**config.mk**
```make
export PLATFORM = sky130hd
export DESIGN_NAME = fetch_controller
export DESIGN_NICKNAME = d
export VERILOG_FILES = /design/src/rtl/pipeline_pkg.sv /design/src/rtl/sat_counter.sv /design/src/rtl/fetch_controller.sv
export SDC_FILE = /design/constraint.sdc
export NUM_CORES = 1
export LEC_CHECK = 0
export ABC_AREA = 1
export BUFFER_PORTS_ARGS = -buffer_cell sky130_fd_sc_hd__buf_2
export CAP_MARGIN = 20
export CORE_ASPECT_RATIO = 0.8
export CORE_MARGIN = 4
export CORE_UTILIZATION = 55
export DETAILED_ROUTE_END_ITERATION = 8
export PLACE_DENSITY = 0.81
export SLEW_MARGIN = 10
export SYNTH_ARGS = -nofsm -noshare
export SYNTH_HDL_FRONTEND = slang
export SYNTH_SLANG_ARGS = --single-unit
```
**constraint.sdc**
```tcl
create_clock -name clk -period 3.81 [get_ports clk]
set_input_delay 0 -clock clk [delete_from_list [all_inputs] [get_ports clk]]
set_output_delay 0 -clock clk [all_outputs]
set_load 0.005 [all_outputs]
```
**src/rtl/pipeline_pkg.sv**
```systemverilog
// -----------------------------------------------------------------------------
// pipeline_pkg
// Shared types and constants for the pipeline control blocks.
//   fetch_state_t : sequencing state of the fetch controller
//   CNT_W_DEFAULT : default width of the performance counters
//   max_u         : larger of two unsigned values (for parameter math)
// -----------------------------------------------------------------------------
package pipeline_pkg;

  typedef enum logic [1:0] {
    BOOT     = 2'd0,
    RUN      = 2'd1,
    REDIRECT = 2'd2,
    HALTED   = 2'd3
  } fetch_state_t;

  localparam int unsigned CNT_W_DEFAULT = 16;

  function automatic int unsigned max_u(input int unsigned a, input int unsigned b);
    return (a > b) ? a : b;
  endfunction

endpackage

```
**src/rtl/sat_counter.sv**
```systemverilog
// -----------------------------------------------------------------------------
// sat_counter
// Up-counter that sticks at all-ones instead of wrapping.
//   clk     : clock
//   i_clr   : synchronous clear (wins over increment)
//   i_inc   : increment enable
//   o_count : current count
// -----------------------------------------------------------------------------
module sat_counter
  import pipeline_pkg::*;
#(
  parameter int unsigned WIDTH = CNT_W_DEFAULT
) (
  input  logic             clk,
  input  logic             i_clr,
  input  logic             i_inc,
  output logic [WIDTH-1:0] o_count
);

  logic [WIDTH-1:0] r_count;
  logic             w_at_max;

  assign w_at_max = (r_count == {WIDTH{1'b1}});

  always_ff @(posedge clk) begin
    if (i_clr) begin
      r_count <= '0;
    end else if (i_inc && !w_at_max) begin
      r_count <= r_count + WIDTH'(1);
    end
  end

  assign o_count = r_count;

endmodule

```
**src/rtl/fetch_controller.sv**
```systemverilog
// -----------------------------------------------------------------------------
// fetch_controller
// Sequences the instruction-fetch stage: PC enable / next-PC select and the
// IF/ID, ID/EX hold and squash controls. Covers the post-reset boot wait,
// load-use stalls, taken-branch redirects with bubble insertion and
// halt/resume. Keeps saturating counters of stall cycles and redirects.
//
// Ports
//   clk            : clock
//   resetn         : synchronous reset, active-high (despite the name)
//   load_use_stall : ID needs a one-cycle hold
//   ex_redirect    : EX resolved a taken branch/jump
//   halt_req       : ID decoded ecall/ebreak
//   resume         : leave HALTED
//   pc_write       : PC register enable
//   pc_src         : 0 = PC+4, 1 = redirect target
//   if_id_write    : IF/ID register enable
//   if_id_flush    : IF/ID loads a bubble
//   id_ex_flush    : ID/EX loads a bubble
//   halted         : core halted
//   stall_cycles   : saturating stall-cycle count
//   redirect_count : saturating accepted-redirect count
// -----------------------------------------------------------------------------
module fetch_controller
  import pipeline_pkg::*;
#(
  parameter int unsigned BOOT_CYCLES      = 1,
  parameter int unsigned REDIRECT_BUBBLES = 1,
  parameter int unsigned CNT_W            = CNT_W_DEFAULT
) (
  input  logic             clk,
  input  logic             resetn,
  input  logic             load_use_stall,
  input  logic             ex_redirect,
  input  logic             halt_req,
  input  logic             resume,
  output logic             pc_write,
  output logic             pc_src,
  output logic             if_id_write,
  output logic             if_id_flush,
  output logic             id_ex_flush,
  output logic             halted,
  output logic [CNT_W-1:0] stall_cycles,
  output logic [CNT_W-1:0] redirect_count
);

  // The shared down-counter only ever holds (cycles - 1), so clog2 of the
  // larger cycle count is enough bits.
  localparam int unsigned SEQ_MAX = max_u(BOOT_CYCLES, REDIRECT_BUBBLES);
  localparam int unsigned SEQ_W   = (SEQ_MAX > 1) ? $clog2(SEQ_MAX) : 1;
  localparam logic [SEQ_W-1:0] BOOT_LOAD     = SEQ_W'(BOOT_CYCLES - 1);
  localparam logic [SEQ_W-1:0] REDIRECT_LOAD = SEQ_W'(REDIRECT_BUBBLES - 1);

  fetch_state_t     r_state;
  logic [SEQ_W-1:0] r_seq_cnt;

  logic w_seq_zero;
  logic w_redirect_ok;
  logic w_accept_redirect;
  logic w_take_stall;

  assign w_seq_zero = (r_seq_cnt == '0);

  // Redirects are honoured from RUN and also from REDIRECT, so a second
  // taken branch resolving right behind the first is not lost.
  assign w_redirect_ok     = (r_state == RUN) || (r_state == REDIRECT);
  assign w_accept_redirect = !resetn && w_redirect_ok && ex_redirect;

  // A stall only counts when nothing of higher priority claims the cycle.
  assign w_take_stall = !resetn && (r_state == RUN) && !ex_redirect &&
                        !halt_req && load_use_stall;

  // ---------------------------------------------------------------------------
  // State sequencing
  // ---------------------------------------------------------------------------
  always_ff @(posedge clk) begin
    if (resetn) begin
      r_state   <= BOOT;
      r_seq_cnt <= BOOT_LOAD;
    end else begin
      unique case (r_state)
        BOOT: begin
          if (w_seq_zero) begin
            r_state <= RUN;
          end else begin
            r_seq_cnt <= r_seq_cnt - SEQ_W'(1);
          end
        end
        RUN: begin
          if (ex_redirect) begin
            r_state   <= REDIRECT;
            r_seq_cnt <= REDIRECT_LOAD;
          end else if (halt_req) begin
            r_state <= HALTED;
          end
        end
        REDIRECT: begin
          // halt_req / load_use_stall here come from squashed instructions.
          if (ex_redirect) begin
            r_seq_cnt <= REDIRECT_LOAD;
          end else if (w_seq_zero) begin
            r_state <= RUN;
          end else begin
            r_seq_cnt <= r_seq_cnt - SEQ_W'(1);
          end
        end
        HALTED: begin
          if (resume) begin
            r_state <= RUN;
          end
        end
        default: begin
          r_state   <= BOOT;
          r_seq_cnt <= BOOT_LOAD;
        end
      endcase
    end
  end

  // ---------------------------------------------------------------------------
  // Mealy control outputs: state plus same-cycle hazard inputs
  // ---------------------------------------------------------------------------
  always_comb begin
    pc_write    = 1'b0;
    pc_src      = 1'b0;
    if_id_write = 1'b0;
    if_id_flush = 1'b0;
    id_ex_flush = 1'b0;
    halted      = 1'b0;
    if (resetn) begin
      if_id_flush = 1'b1;
    end else begin
      unique case (r_state)
        BOOT: begin
          if_id_flush = 1'b1;
        end
        RUN: begin
          if (ex_redirect) begin
            pc_write    = 1'b1;
            pc_src      = 1'b1;
            if_id_write = 1'b1;
            if_id_flush = 1'b1;
            id_ex_flush = 1'b1;
          end else if (halt_req) begin
            // Freeze PC on the ecall/ebreak and stop feeding IF/ID.
            if_id_flush = 1'b1;
          end else if (load_use_stall) begin
            id_ex_flush = 1'b1;
          end else begin
            pc_write    = 1'b1;
            if_id_write = 1'b1;
          end
        end
        REDIRECT: begin
          if (ex_redirect) begin
            pc_write    = 1'b1;
            pc_src      = 1'b1;
            if_id_write = 1'b1;
            if_id_flush = 1'b1;
            id_ex_flush = 1'b1;
          end else begin
            // Fetch keeps advancing from the target while the wrong-path
            // instruction in IF/ID is replaced by a bubble.
            pc_write    = 1'b1;
            if_id_write = 1'b1;
            if_id_flush = 1'b1;
          end
        end
        HALTED: begin
          if_id_flush = 1'b1;
          halted      = 1'b1;
        end
        default: begin
          if_id_flush = 1'b1;
        end
      endcase
    end
  end

  // ---------------------------------------------------------------------------
  // Performance counters
  // ---------------------------------------------------------------------------
  sat_counter #(
    .WIDTH (CNT_W)
  ) u_stall_cnt (
    .clk     (clk),
    .i_clr   (resetn),
    .i_inc   (w_take_stall),
    .o_count (stall_cycles)
  );

  sat_counter #(
    .WIDTH (CNT_W)
  ) u_redirect_cnt (
    .clk     (clk),
    .i_clr   (resetn),
    .i_inc   (w_accept_redirect),
    .o_count (redirect_count)
  );

endmodule

```
Yosys cells after proc, flatten, opt, wreduce, memory -nomap -nowiden

Cells that the tools add are included.

Register bits after elaboration: 35

$add $sub $neg: 3
Equality and inequality tests: 9
Muxes and demuxes: 29
Reduce and logical (&&, ||, !) cells: 20

Operators with widths:

| cell                    | number |
|---|---|
| $add A16 B1 Y16 const B | 2 |
| $eq A16 B16 Y1 const B  | 2 |
| $mux W1                 | 19 |
| $mux W2                 | 5 |
| $logic_and A1 B1 Y1     | 8 |
| $pmux W2 S4             | 1 |
| $ne A2 B2 Y1 const B    | 3 |
| $pmux W1 S2             | 3 |
| $logic_not A1 Y1        | 5 |
| $eq A2 B2 Y1 const B    | 2 |
| $ne A3 B3 Y1 const B    | 1 |
| $pmux W1 S3             | 1 |
| $reduce_and A3 Y1       | 1 |
| $reduce_bool A3 Y1      | 1 |
| $reduce_or A3 Y1        | 1 |
| $eq A2 B1 Y1 const B    | 1 |
| $logic_not A2 Y1        | 1 |
| $reduce_and A2 Y1       | 1 |
| $reduce_or A2 Y1        | 1 |
| $logic_or A1 B1 Y1      | 1 |
| $sub A1 B1 Y1 const B   | 1 |

Depth between registers and ports, before layout

Gate-level depths: netlist of run 1.

Word-level depth: 6
Depth in mapped cells: 10
Mapped depth without buffers: 10

By module

A second synthesis of run 1 with hierarchy kept.

Cell total of the unflattened synthesis: 332
Area, all modules: 2225.9 sq um

Modules (own cells, without submodules):

| module           | times used | cells each | area an instance (sq um) | sequential area each (sq um) |
|---|---|---|---|---|
| sat_counter      | 2          | 146        | 978.4                    | 320.3 |
| fetch_controller | 1          | 40         | 269.0                    | 40.0 |

Least setup slack after synthesis of run 1

OpenSTA, ideal clock, no wires.

Kind: flip-flop to flip-flop
Start: reg r_state[0]
End: reg u_redirect_cnt.r_count[10], in the netlist u_redirect_cnt.o_count[10]
Arrival time: 1.424 ns
Required time: 3.695 ns
Slack: 2.271 ns
Cell stages (with the launch flop): 11
Path buffers: 0
Period minus slack after synthesis: 1.539 ns
Cells stage by stage: dfxtp_1 > inv_1 > ha_1 > nor2_4 > nand2_4 > nor2_4 > nand2_2 > nor2_4 > nand3_1 > nand2_1 > nor2_1

Longest elaborated chain between the ends: 5

Ends and longest elaborated chain:

| element                                      | RTL line               | text |
|---|---|---|
| start: declaration                           | fetch_controller.sv:54 | `fetch_state_t r_state;` |
| start signal: assignment                     | fetch_controller.sv:78 | `r_state <= BOOT;` |
| start signal: assignment                     | fetch_controller.sv:84 | `r_state <= RUN;` |
| start signal: assignment                     | fetch_controller.sv:91 | `r_state <= REDIRECT;` |
| $eq A2 B1 Y1 or $eq A2 B2 Y1 (tied branches) | fetch_controller.sv:66 | `assign w_redirect_ok = (r_state == RUN) \|\| (r_state == REDIRECT);` |
| $logic_or A1 B1 Y1 *                         | fetch_controller.sv:66 |  |
| $logic_and A1 B1 Y1 * (2 in a row)           | fetch_controller.sv:67 | `assign w_accept_redirect = !resetn && w_redirect_ok && ex_redirect;` |
| $logic_and A1 B1 Y1 *                        | sat_counter.sv:28      | `end else if (i_inc && !w_at_max) begin` |
| end signal: assignment                       | sat_counter.sv:29      | `r_count <= r_count + WIDTH'(1);` |
| end: declaration                             | sat_counter.sv:20      | `logic [WIDTH-1:0] r_count;` |

Every way passes the cells marked *; elsewhere a longest branch is shown, timed or not.
A chain may end at the register's enable or synchronous reset.

Worst setup path in the final report of run 1

Start: reg r_state[0]
End: reg u_redirect_cnt.r_count[15], in the netlist u_redirect_cnt.o_count[15]

The elaborated chain is that of the path after synthesis.

==> impl_metrics.tcl, run 1 <==
set metrics [dict create \
    max_cap_viol_count 0 \
    gp_congestion 0.8508 \
    syn_nets 340 \
    drtIter0Drc 134 \
    synth_edf_count 0 \
    hold_buffers 0 \
    multi_input_area_um2 1325 \
    die_h_um 64.34 \
    clock_path_buffers 2 \
    avgSynthCellArea_um2 6.653 \
    antenna_cells 0 \
    seq_area_um2 680.7 \
    fin_setup_tns_ps 0 \
    placed_cells 421 \
    grtUsageTotal_pct 20.75 \
    crit_arrival_ps 1920 \
    grt_pass1_vias 1889 \
    setup_viol_count_final 0 \
    die_area_um2 5046 \
    min_period_over_period_pct 45.66 \
    synth_top_area_cell "dfxtp_1" \
    path_clk_slew_ps 70 \
    cts_tree "built" \
    cts_resized 0 \
    synth-seq-cells 34 \
    final_core_util_pct 66.02 \
    vias_per_cell 5.023 \
    start_util_pct 57.37 \
    drc 0 \
    synth_top_area_share_pct 31.19 \
    hold_class "in -> reg" \
    drt-pass1-iter-count 4 \
    yosysMostFrequentCell "nand2_1" \
    wirelength_mm 4.834 \
    die_w_um 78.42 \
    finalNonFillerCells 429 \
    synth_ff_type "dfxtp_1" \
    row_count 20 \
    leakagePower_uw 0.001160 \
    skew_ps 3.883 \
    cts_setup_buffers 0 \
    cts_num_sinks 34 \
    insertion_delay_ps 290 \
    syn_inst 328 \
    ys_types 31 \
    cp.required_ps 3990 \
    hold_viol_final 0 \
    synth.top_cells.by_count "76 x nand2_1, 65 x nor2_1, 34 x dfxtp_1" \
    core_um2 3804 \
    worst_pin_slew_ps 956.4 \
    grt_pass1_wl_mm 8.424 \
    post_drt_wl_per_cell_um 11.27 \
    timing.rr.start "r_state[0]" \
    drive_gt1_share_pct 22.99 \
    grt_max_degree 33 \
    synthTopCellsByArea "dfxtp_1 31%, nand2_1 13%, nor2_1 11%" \
    fin_nets 385 \
    port-buffer-count 43 \
    io_pins 44 \
    max-slew-margin-rel_pct 36.17 \
    ctsHtreeMaxLevel 2 \
    crit_start "r_state[0]" \
    syn_area_um2 2182 \
    outcome "complete, no violations" \
    fillers 353 \
    hold_start "resetn" \
    ys_warn_count 0 \
    numCtsBuffers 5 \
    worstPathMaxFanout 9 \
    startpoint_type "flop" \
    final_max_slew_viol_count 0 \
    dp_hpwl_mm 3.701 \
    timing.fmax_mhz 574.8 \
    ant_nets 0 \
    end_kind "flop" \
    hold_slack_ps 25.08 \
    rsz0062_at_grt "no" \
    grt_antenna_before_repair 0 \
    fin_crit_ps 1740 \
    synthArstFlopShare_pct 0 \
    ys_seq_area_share_pct 31.19 \
    vias 2155 \
    crit_type "reg -> reg" \
    cts_root_buf "clkbuf_8" \
    power.density_nw_per_um2 285.2 \
    overflow 0 \
    area_growth_pct 15.08 \
    ir_worst_vdd_mv 0.1637 \
]
[cell type report]
type,instances,area share [%]
multi-input combinational,255,52.77
sequential,34,27.11
timing repair buffer,43,8.570
inverter,34,5.182
clock buffer,7,3.438
tap,55,2.740
clock inverter,1,0.1993
[through the flow]
step	setup WS [ps]	instance area, um2	power, uW
global route	1886	2511	747.5
finish	2070	2511	716.2
detailed placement	2091	2420	446.3
global placement	2192	2420	444.2
CTS	2079	2511	719.1
floorplan	2271	2182	426.6
[routing by layer]
layer	vias up	track usage, %	wire length (um)	share of wire [%]
met1	952	29.01	2340	48
met3	8	4.366	277	5.7
met5	-	0	0	0
met2	59	31.84	2158	45
met4	0	6.550	58	1.2
li1	1136	-	-	-
[kinds of logic (layout without fill, tap and decap cells)]
logic type	after synthesis	count (layout)	share of synthesized area [%]
AOI/OAI and AO/OA	37	37	8.945
DFF	34	34	31.19
and+or+nand+nor	211	211	47.94
adders and majority gates	6	6	3.440
buffers and inverters	39	85	8.085
xor gates and xnor gates	1	1	0.4014
[layout by cell type, fill, tap and decap left out]
cell      count
inv_1        30
nand2_2       8
nand2_1      76
nand3_4       2
nand3_2       1
a21o_1        1
a21boi_0      1
buf_2        43
nand2_4       3
nor2b_1       1
inv_4         1
clkbuf_8      6
clkinv_2      1
xor2_1        1
a21oi_2       1
nand3b_1      1
o21ai_1       1
o21ai_0      11
a21oi_1      21
nand3_1      25
nor2_2        4
clkbuf_1      1
nand4_1       5
nor3_1        5
dfxtp_1      34
nor2_8        1
nor2_1       65
inv_2         3
ha_1          6
a31oi_1       1
and2_1        2
nor2_4       12
[worst paths after layout]
check,to,slack [ps],cells after the start
worst min register to register,u_stall_cnt.o_count[0],520,2
worst max-delay path,u_redirect_cnt.o_count[15],2070,10
worst min-delay path,u_stall_cnt.o_count[11],30,2
worst max register to register,u_redirect_cnt.o_count[15],2070,10
[worst max-delay path, cell delays in order (launching register included)]
cell	delay, ps
dfxtp_1	400
inv_1	80
ha_1	350
nor2_4	160
nand2_4	130
inv_2	100
nand3_1	80
nor2_2	130
nand3_1	90
nand2_1	70
nor2_1	60
[power breakdown]
group          internal [uW]  total, uW  switching (uW)
registers                361        367            5.79
clock network            146        278             132
logic                   26.5       72.0            45.5
total                    533        716             183
[sequential cells by signal (all words and copies together), names as in the netlist]
signal / count
u_redirect_cnt.o_count: 16
u_stall_cnt.o_count: 16
r_state: 2
Note: power is estimated with default switching activity, not from simulation.
==> run 2, diff against run 1 <==
--- a/config.mk
+++ b/config.mk
@@ -10,9 +10,9 @@
 export CAP_MARGIN = 20
 export CORE_ASPECT_RATIO = 0.8
 export CORE_MARGIN = 4
-export CORE_UTILIZATION = 55
+export CORE_UTILIZATION = 50
 export DETAILED_ROUTE_END_ITERATION = 8
-export PLACE_DENSITY = 0.81
+export PLACE_DENSITY = 0.78
 export SLEW_MARGIN = 10
 export SYNTH_ARGS = -nofsm -noshare
 export SYNTH_HDL_FRONTEND = slang
==> constraint.sdc (replaced) <==
create_clock -name clk -period 1.43 [get_ports clk]
set_input_delay 0 -clock clk [delete_from_list [all_inputs] [get_ports clk]]
set_output_delay 0 -clock clk [all_outputs]
set_load 0.005 [all_outputs]
==> run 2 against run 1 <==
Effect of this change:
- the flow now finishes with violations (setup timing)
- final area up 21%
- setup slack worse by 2200 ps
- register-to-register slack worse by 2200 ps
- combinational power rose to 4.4 times the previous value
- sequential power rose to 2.7 times the previous value
- clock skew up 0.81 ps
- count of clock-buffer cells in the layout unchanged
- critical endpoint is now u_redirect_cnt.o_count[8]
- largest power group unchanged
==> impl_metrics.tcl, run 2 (synthesized netlist as in run 1, its figures left out) <==
set metrics [dict create \
    outcome "finished with violations" \
    violations "setup timing" \
    final_max_slew_viol_count 0 \
    die_area_um2 5492 \
    timing.rr.start "r_state[0]" \
    startpoint_type "flop" \
    r2r-end "u_redirect_cnt.o_count[8]" \
    drtIter0Drc 200 \
    die_w_um 81.86 \
    ctsHtreeMaxLevel 2 \
    grt_pass1_wl_mm 9.466 \
    place_area_um2 2601 \
    antenna_cells 0 \
    r2r_slack_ps -100 \
    cts_root_buf "clkbuf_8" \
    numCtsBuffers 5 \
    fin_ws_ps -101.5 \
    die_h_um 67.09 \
    grt_antenna_before_repair 0 \
    post_drt_wl_per_cell_um 13.44 \
    vias_per_cell 5.264 \
    grtUsageTotal_pct 22.43 \
    worst_pin_slew_ps 362.8 \
    port-buffer-count 43 \
    timing.fmax_mhz 652.9 \
    drt-pass1-iter-count 5 \
    crit_type "reg -> reg" \
    path_clk_slew_ps 70 \
    io_pins 44 \
    grt_max_degree 15 \
    end_kind "flop" \
    hold_start "resume" \
    reg2reg_depth 10 \
    wirelength_mm 6.315 \
    rsz0062_at_grt "yes" \
    leakagePower_uw 0.001370 \
    cp.required_ps 1610 \
    start_util_pct 51.90 \
    ir_worst_vdd_mv 0.5086 \
    dpl_worst_slack_ps -158.8 \
    mostFrequentLayoutCell "nand2_1" \
    min_period_over_period_pct 107.1 \
    skew_ps 4.692 \
    hold_slack_ps 149.1 \
    area_growth_pct 39.68 \
    drc 0 \
    core_um2 4204 \
    dp_hpwl_mm 4.307 \
    setup_viol_count_final 25 \
    fin_crit_ps 1532 \
    cts_tree "built" \
    gp_congestion 0.8956 \
    grt_pass1_vias 2114 \
    crit_arrival_ps 1710 \
    crit_start "r_state[0]" \
    hold_viol_final 0 \
    power.density_nw_per_um2 668.9 \
    fin_nets 424 \
    final_cell_mix "72 x nand2_1, 52 x nor2_1, 43 x buf_2" \
    hold_class "in -> reg" \
    row_count 21 \
    drive_gt1_share_pct 41.40 \
    worstPathMaxFanout 8 \
    clock_path_buffers 2 \
    cts_num_sinks 34 \
    insertion_delay_ps 290 \
    worst_hold_path.endpoint "r_state[1]" \
    overflow 0 \
    final_core_util_pct 72.50 \
    stdcell_area_um2 3048 \
    ant_nets 0 \
    max-slew-margin-rel_pct 75.62 \
    holdPathStages 4 \
    vias 2474 \
    max_cap_viol_count 0 \
]
-- run 2: worst max path at each step --
stage | end | slack (ps)
finish | u_redirect_cnt.o_count[8] | -100
global route | u_redirect_cnt.o_count[10] | -190
CTS | u_redirect_cnt.o_count[10] | -70
global placement | u_redirect_cnt.o_count[9] | -70
detailed placement | u_stall_cnt.o_count[6] | -160
floorplan | u_redirect_cnt.o_count[10] | 20
-- run 2: area by class of cell --
class | count | area [um2]
fill | 324 | 1156
clock buffer | 7 | 86.33
clock inverter | 1 | 5.005
multi-input combinational | 256 | 1533
sequential | 34 | 695.7
inverter | 34 | 135.1
timing repair buffer | 81 | 521.8
tap | 57 | 71.32
-- run 2: repair_timing --
action	CTS	global route
endpoints found under the hold margin	1	0
setup endpoints to repair	30	35
gates resized for setup	22	46
hold buffers	1	0
cloned	1	0
buffers inserted	6	10
pin swaps	14	19
-- run 2: through the flow --
stage                     instances  power, uW  TNS (ps)
final                           470       2039     -1123
after global placement          445       1229    -390.0
after global routing            470       2118     -3842
after detailed placement        445       1236     -1369
after CTS                       461       2015    -688.1
after floorplan                 328       1149         0
-- run 2: layer usage --
layer	vias to the layer above	share of wire (%)	track usage (%)
li1	1210	-	-
met1	1169	45	30.06
met2	86	48	35.28
met3	9	5.8	4.865
met4	0	1.2	7.676
met5	-	0	0
-- run 2: power by group --
| group | internal (uW) | leakage, uW | switching (uW) | total (uW) |
|---|---|---|---|---|
| clock | 388 | 0.0000482 | 356 | 744 |
| sequential | 964 | 0.000279 | 15.7 | 979 |
| combinational | 154 | 0.00104 | 161 | 315 |
| total | 1510 | 0.00137 | 533 | 2040 |
-- run 2: critical path, stage by stage, from the launching register on --
cell	delay [ps]
dfxtp_2	350
inv_2	50
ha_4	220
nor2_4	110
nand2_4	120
nor2_4	150
nand2_2	80
nor2_4	150
nand2_1	80
nand2_1	60
nor2_1	40
